$ cat src/rtl/lab2_serial_adder.sv
// lab2_serial_adder: bit-serial ripple adder (one full-adder cell plus a carry flop).
// Operands are processed LSB first, one bit per clock. The result is presented with
// a one-cycle done pulse. The result and carry-out then hold until the next accepted start.
// Optional feature macro: SERIAL_SUB_MODE_EN adds a 'sub' input for subtraction.
// In subtract mode, cout reports the borrow-out.
module lab2_serial_adder #(
    parameter int WIDTH = 4
) (
    input  logic             clk,
    input  logic             rst_n,
    input  logic             start,
    input  logic [WIDTH-1:0] a,
    input  logic [WIDTH-1:0] b,
    input  logic             cin,
`ifdef SERIAL_SUB_MODE_EN
    input  logic             sub,
`endif
    output logic             busy,
    output logic             done,
    output logic [WIDTH-1:0] sum,
    output logic             cout
);

    localparam int CW = (WIDTH > 2) ? $clog2(WIDTH) : 1;
    localparam logic [CW-1:0] LAST_BIT = CW'(WIDTH - 1);

    typedef enum logic [1:0] {
        ST_IDLE = 2'd0,
        ST_RUN  = 2'd1,
        ST_DONE = 2'd2
    } state_t;

    // Majority of three: the carry output of a full-adder cell.
    function automatic logic fa_carry(input logic x, input logic y, input logic c);
        return (x & y) | (x & c) | (y & c);
    endfunction

    // Sum output of a full-adder cell (three-input parity).
    function automatic logic fa_sum(input logic x, input logic y, input logic c);
        return x ^ y ^ c;
    endfunction

    state_t           state_q, state_d;
    logic [CW-1:0]    cnt_q, cnt_d;
    logic [WIDTH-1:0] a_q, a_d;
    logic [WIDTH-1:0] b_q, b_d;
    logic             carry_q, carry_d;
    logic [WIDTH-1:0] sum_q, sum_d;
    logic             cout_q, cout_d;
    logic             done_q, done_d;
    logic             busy_q, busy_d;
    logic             sub_start_s;
    logic             sub_run_s;
    logic             bit_s;
    logic             carry_next_s;

`ifdef SERIAL_SUB_MODE_EN
    logic sub_q, sub_d;

    // Subtract-mode flag, captured with the operands when a start is accepted.
    always_ff @(posedge clk or negedge rst_n) begin
        if (!rst_n) begin
            sub_q <= 1'b0;
        end else begin
            sub_q <= sub_d;
        end
    end

    // Subtract mode is selected while idle and then held for the whole operation.
    always_comb begin
        sub_start_s = sub;
        sub_run_s   = sub_q;
        sub_d       = sub_q;
        if ((state_q == ST_IDLE) && start) begin
            sub_d = sub;
        end else begin
            sub_d = sub_q;
        end
    end
`else
    // Add-only build: subtract mode is permanently off.
    always_comb begin
        sub_start_s = 1'b0;
        sub_run_s   = 1'b0;
    end
`endif

    // Full-adder cell that operates on the current LSBs and the stored carry.
    always_comb begin
        bit_s        = fa_sum(a_q[0], b_q[0], carry_q);
        carry_next_s = fa_carry(a_q[0], b_q[0], carry_q);
    end

    // Next-state and datapath control for the IDLE -> RUN -> DONE sequence.
    always_comb begin
        state_d = state_q;
        cnt_d   = cnt_q;
        a_d     = a_q;
        b_d     = b_q;
        carry_d = carry_q;
        sum_d   = sum_q;
        cout_d  = cout_q;
        done_d  = 1'b0;
        busy_d  = busy_q;
        case (state_q)
            ST_IDLE: begin
                if (start) begin
                    // Subtraction is a + ~b + ~cin. The carry is inverted at the end to form the borrow.
                    a_d     = a;
                    b_d     = sub_start_s ? ~b : b;
                    carry_d = sub_start_s ? ~cin : cin;
                    sum_d   = '0;
                    cout_d  = 1'b0;
                    cnt_d   = '0;
                    busy_d  = 1'b1;
                    state_d = ST_RUN;
                end else begin
                    busy_d  = 1'b0;
                    state_d = ST_IDLE;
                end
            end
            ST_RUN: begin
                carry_d = carry_next_s;
                sum_d   = {bit_s, sum_q[WIDTH-1:1]};
                a_d     = a_q >> 1;
                b_d     = b_q >> 1;
                if (cnt_q == LAST_BIT) begin
                    cout_d  = sub_run_s ? ~carry_next_s : carry_next_s;
                    done_d  = 1'b1;
                    state_d = ST_DONE;
                end else begin
                    cnt_d   = cnt_q + CW'(1);
                    state_d = ST_RUN;
                end
            end
            ST_DONE: begin
                done_d  = 1'b0;
                busy_d  = 1'b0;
                state_d = ST_IDLE;
            end
            default: begin
                busy_d  = 1'b0;
                state_d = ST_IDLE;
            end
        endcase
    end

    // State, shift registers, carry flop and registered outputs.
    always_ff @(posedge clk or negedge rst_n) begin
        if (!rst_n) begin
            state_q <= ST_IDLE;
            cnt_q   <= '0;
            a_q     <= '0;
            b_q     <= '0;
            carry_q <= 1'b0;
            sum_q   <= '0;
            cout_q  <= 1'b0;
            done_q  <= 1'b0;
            busy_q  <= 1'b0;
        end else begin
            state_q <= state_d;
            cnt_q   <= cnt_d;
            a_q     <= a_d;
            b_q     <= b_d;
            carry_q <= carry_d;
            sum_q   <= sum_d;
            cout_q  <= cout_d;
            done_q  <= done_d;
            busy_q  <= busy_d;
        end
    end

    assign busy = busy_q;
    assign done = done_q;
    assign sum  = sum_q;
    assign cout = cout_q;

endmodule

$ cat config.mk
export PLATFORM = sky130hd
export DESIGN_NAME = lab2_serial_adder
export DESIGN_NICKNAME = d
export VERILOG_FILES = /design/src/rtl/lab2_serial_adder.sv
export SDC_FILE = /design/constraint.sdc
export NUM_CORES = 1
export LEC_CHECK = 0
export CORE_UTILIZATION = 49
export CTS_CLUSTER_SIZE = 10
export DETAILED_ROUTE_END_ITERATION = 6
export PLACE_DENSITY = 0.77
export SLEW_MARGIN = 20
export SYNTH_ARGS = -nofsm -noshare
export SYNTH_HDL_FRONTEND = slang
export SYNTH_SLANG_ARGS = --single-unit
$ cat constraint.sdc
create_clock -name clk -period 1.75 [get_ports clk]
set_input_delay 0.175 -clock clk [delete_from_list [all_inputs] [get_ports clk]]
set_output_delay 0.175 -clock clk [all_outputs]
set_load 0.05 [all_outputs]
After elaboration in Yosys (flattened, before gate mapping)
Index checks and enable logic that the tools add are counted.
- memories: 0
- bits in latches: 0
- memory bits (writable): 0
- bits in registers: 20
- ROM bits: 0
- add/subtract/negate cells: 1
- reduce and logical (&&, ||, !) cells: 5
- divide/modulo/power cells: 0
- magnitude comparators: 0
- shift-type cells: 0
- muxes and demuxes: 21
- equality and inequality tests: 5
- bitwise gates (word level): 7
- $mul: 0
- operators with widths (cell ; count):
    4-bit one-hot mux with 2 select lines ; 3
    4-bit 2-to-1 mux ; 3
    2-bit one-hot mux with 2 select lines ; 2
    1-bit 2-to-1 mux ; 7
    2-bit 2-to-1 mux ; 3
    2-bit inequality test, second input constant ; 3
    1-bit one-hot mux with 2 select lines ; 3
    3-bit AND reduction ; 2
    1-bit AND ; 3
    2-bit by 1-bit adder with 2-bit output, second input constant ; 1
    2-bit by 1-bit == test with 1-bit output, second input constant ; 1
    2-bit == test, second input constant ; 1
    2-bit zero test ; 1
    1-bit OR ; 2
    2-bit AND reduction ; 1
    2-bit nonzero test ; 1
    1-bit XOR ; 2

Longest topological paths before layout
- depth after elaboration: 5
- mapped depth: 4

Worst setup path after synthesis
OpenSTA, ideal clock, no wires.
- path kind: register to register
- start: register, netlist name done
- end: register cout_q, in the netlist cout
- required time: 1.624 ns
- library setup time: 0.126 ns
- path slack: 0.342 ns
- path buffers: 1
- stages on the path, launching flop included: 4
- data arrival time: 1.282 ns
- path through: dfrtp_1 -> buf_6 -> o21bai_4 -> a221o_1
- RTL lines (what ; line ; RTL):
    end signal, assigned ; 167 ; cout_q <= cout_d;
    end, declared ; 49 ; logic cout_q, cout_d;

Final worst setup path
- start: register sum_q[3], in the netlist sum[3]
- end: output port sum[3]
- RTL lines (what ; line ; RTL):
    start, declared ; 48 ; logic [WIDTH-1:0] sum_q, sum_d;
    start signal, assigned ; 166 ; sum_q <= sum_d;
    end, declared ; 20 ; output logic [WIDTH-1:0] sum,
No word-level cell between the ends.

==> run_results.csv <==
group,metric,value,unit
finish,n_antenna_cell,0,
timing,fmax,588,MHz
route,route.detailed.drc,0,
clocking,cts_buffer_depth,2,
route,wl_per_cell,15.0,µm
finish,stdcell_area,0.00118,mm²
global_routing,met3_usage,4.76,%
global_routing,met2_usage,32.7,%
clocking,clk_pin_slew_worst_paths,0.11,ns
worst_setup_path,cp_slowest_stage_delay,0.82,ns
power_and_ir_drop,intPower,0.00124,W
placed_design,port_buffers,18,
hold_path,hold_class,"primary input to asynchronous set/reset pin",
global_routing,grt.overflow.total,0,
worst_setup_path,crit_path_start,"sum[3]$_DFFE_PN0P_",
power_and_ir_drop,power_frac_comb,53.6,%
route,drt_iter0_markers,6,
global_routing,use_met1,23.9,%
timing,min_period,1.70,ns
clocking,cts_setup_buffers,0,
worst_setup_path,path_buf_inv,1,
floorplan,die_h,45.9,µm
power_and_ir_drop,power,0.00216,W
route,drt_first_pass_iters,4,
floorplan,dieArea,0.00210,mm²
clocking,cts_buffers,3,
worst_setup_path,critPathArrivalTime,1.53,ns
placed_design,placement.cell_area,0.00115,mm²
clocking,cts_hold_buf,0,
floorplan,pin_count,19,
timing,hold_violations,0,
synthesis,postSynthCellCount,79,
finish,final_common_cell,"dfrtp_1",
clocking,insertion_delay,0.30,ns
finish,area_growth,24.8,%
timing,holdWs,0.184,ns
synthesis,synth_top_area_share,50.5,%
floorplan,rows,15,
synthesis,ys_seq_area_share,50.5,%
route,drt-vias-per-instance,5.69,
timing,tightest_slew,0.506,ns
global_routing,grt-busiest-layer,"met2",
route,dr_total_vias,706,
synthesis,synth_nets,93,
placed_design,routabilityCongestion,0.796,
global_routing,grt_pass1_wl,2930,µm
timing,min_period_over_period,97.2,%
finish,mostFrequentLayoutCells,"dfrtp_1, clkdlybuf4s50_1, inv_1, nor4b_1",
power_and_ir_drop,clock_power_share,10.4,%
clocking,cts_tree,"done",
timing,drv_slew,0,
route,wl,1860,µm
global_routing,grt_pass1_vias,663,
power_and_ir_drop,switching_share,42.7,%
floorplan,die_w,45.9,µm
worst_setup_path,cp.required,1.57,ns
synthesis,ys_ff_latch,19,
worst_setup_path,start_kind,"flop",
global_routing,antenna_found_initial,0,
finish,final_nets,114,
worst_setup_path,r2r_start,"state_q[0]$_DFF_PN0_",
synthesis,synth_top_area_cell,"dfrtp_1",
power_and_ir_drop,p_leak,0.537,nW
floorplan,start_util,53.4,%
synthesis,syn_area,942,µm²
clocking,cts_resized,0,
global_routing,grt_usage,20.2,%
worst_setup_path,slowest_stage,"clkdlybuf4s50_1",
synthesis,synth_warnings,0,
timing,slew_headroom,66.2,%
power_and_ir_drop,power.density,1830,mW/mm²
power_and_ir_drop,ir_drop,0.944,mV
placed_design,place_hpwl,1330,µm
worst_setup_path,end_kind,"output pin",
power_and_ir_drop,power_frac_seq,36.0,%
worst_setup_path,criticalPathCategory,"flop to output pin",
global_routing,grt_max_degree,20,
timing,rsz0062_at_grt,"false",
worst_setup_path,path_delay_family,"buffers and inverters",
timing,finalSetupViolCount,0,
synthesis,synth_area_per_cell,11.9,µm²
timing,finalSetupTns,0,ns
route,ant_nets,0,
synthesis,synthTopCellsByArea,"dfrtp_1, nor4b_1, a221oi_1, inv_1, a22o_1",
clocking,htreeDepth,1,
floorplan,core_region_area,0.00176,mm²
synthesis,yosysUniqueCellTypes,27,
finish,final_layout_size_suffix_gt1_share,11.1,%
outcome,status,"finished, final reports clean",
worst_setup_path,crit_path_max_fanout,3,
clocking,root_buffer,"clkbuf_4",
timing,setup_ws,0.0492,ns
timing,final.setup_skew,0.00566,ns
placed_design,dp_slack,0.278,ns
worst_setup_path,crit_chain,"clkdlybuf4s50_1",
flow_run,drv_cap,0,
power_and_ir_drop,switchingPower,0.000921,W
clocking,clock_sinks,19,
==> per-stage QoR <==
stage,std cells,utilization [%]
2_1_floorplan,79,-
3_3_place_gp,120,65.0
3_5_place_dp,120,65.0
4_1_cts,124,66.5
5_1_grt,124,66.7
6_report,124,66.7
==> power groups by stage <==
stage                     Combinational (W)  Clock, W  Sequential, W
after floorplan                    0.000684         0       0.000959
after global routing                0.00125  0.000246       0.000802
after detailed placement            0.00115         0       0.000784
after global placement              0.00113         0       0.000772
after CTS                           0.00116  0.000226       0.000776
final                               0.00116  0.000224       0.000776
==> sequential cells by signal (all words and copies together), names as in the netlist <==
register and count:
done 1, busy 1, b_q 4, carry_q 1, sum 4, state_q 1
cout 1, cnt_q 2, a_q 4
==> cell type report <==
type	instances	area, µm²
fillers	152	588
flip-flops and latches	19	475
multi-input cells	43	374
repair buffers	23	230
inverters	10	37.5
well taps	25	31.3
clock buffers	3	22.5
clock inverters	1	5.00
==> final timing paths <==
| path | slack [ns] | endpoint | depth (start not counted) |
|---|---|---|---|
| max | 0.05 | sum[3] | 1 |
| min | 0.18 | sum[2]$_DFFE_PN0P_ | 2 |
| max reg2reg | 0.39 | carry_q$_DFFE_PN0P_ | 3 |
| min reg2reg | 0.50 | b_q[3]$_DFFE_PN0P_ | 2 |
| max in group asynchronous | 1.36 | done$_DFF_PN0_ | 2 |
| min in group clk | 0.49 | b_q[3]$_DFFE_PN0P_ | 3 |
==> cell families after synthesis <==
| kind of cell | after synthesis | synth area share [%] |
|---|---|---|
| flops | 19 | 50.5 |
| buf+inv | 17 | 9.83 |
| simple gates | 22 | 17.9 |
| fa+ha+maj | 2 | 3.45 |
| compound gates | 18 | 17.3 |
| mux | 1 | 1.06 |
==> cells in the mapped netlist <==
cell type and instances:
buf_2 2, nand2_1 2, and3_1 2, a211o_1 2, buf_6 3, o311ai_1 2, inv_1 10, nor2b_1 2
a221o_1 1, nand4bb_1 2, buf_4 1, ha_1 1, nor4b_1 8, a21oi_1 1, mux2i_1 1, nor2_1 1
fa_1 1, a221oi_1 5, o21bai_4 1, a22o_1 4, clkbuf_1 1, and2_1 1, a211oi_1 2, nor4bb_1 1
and3b_1 1, dfrtp_1 19, nor3b_1 2
==> per-layer routing <==
layer,vias to the layer above,share of wire [%]
met2,20,49
li1,333,-
met5,-,0
met3,7,2.9
met1,346,45
met4,0,3.3
Note: power is estimated with default switching activity, not from simulation.
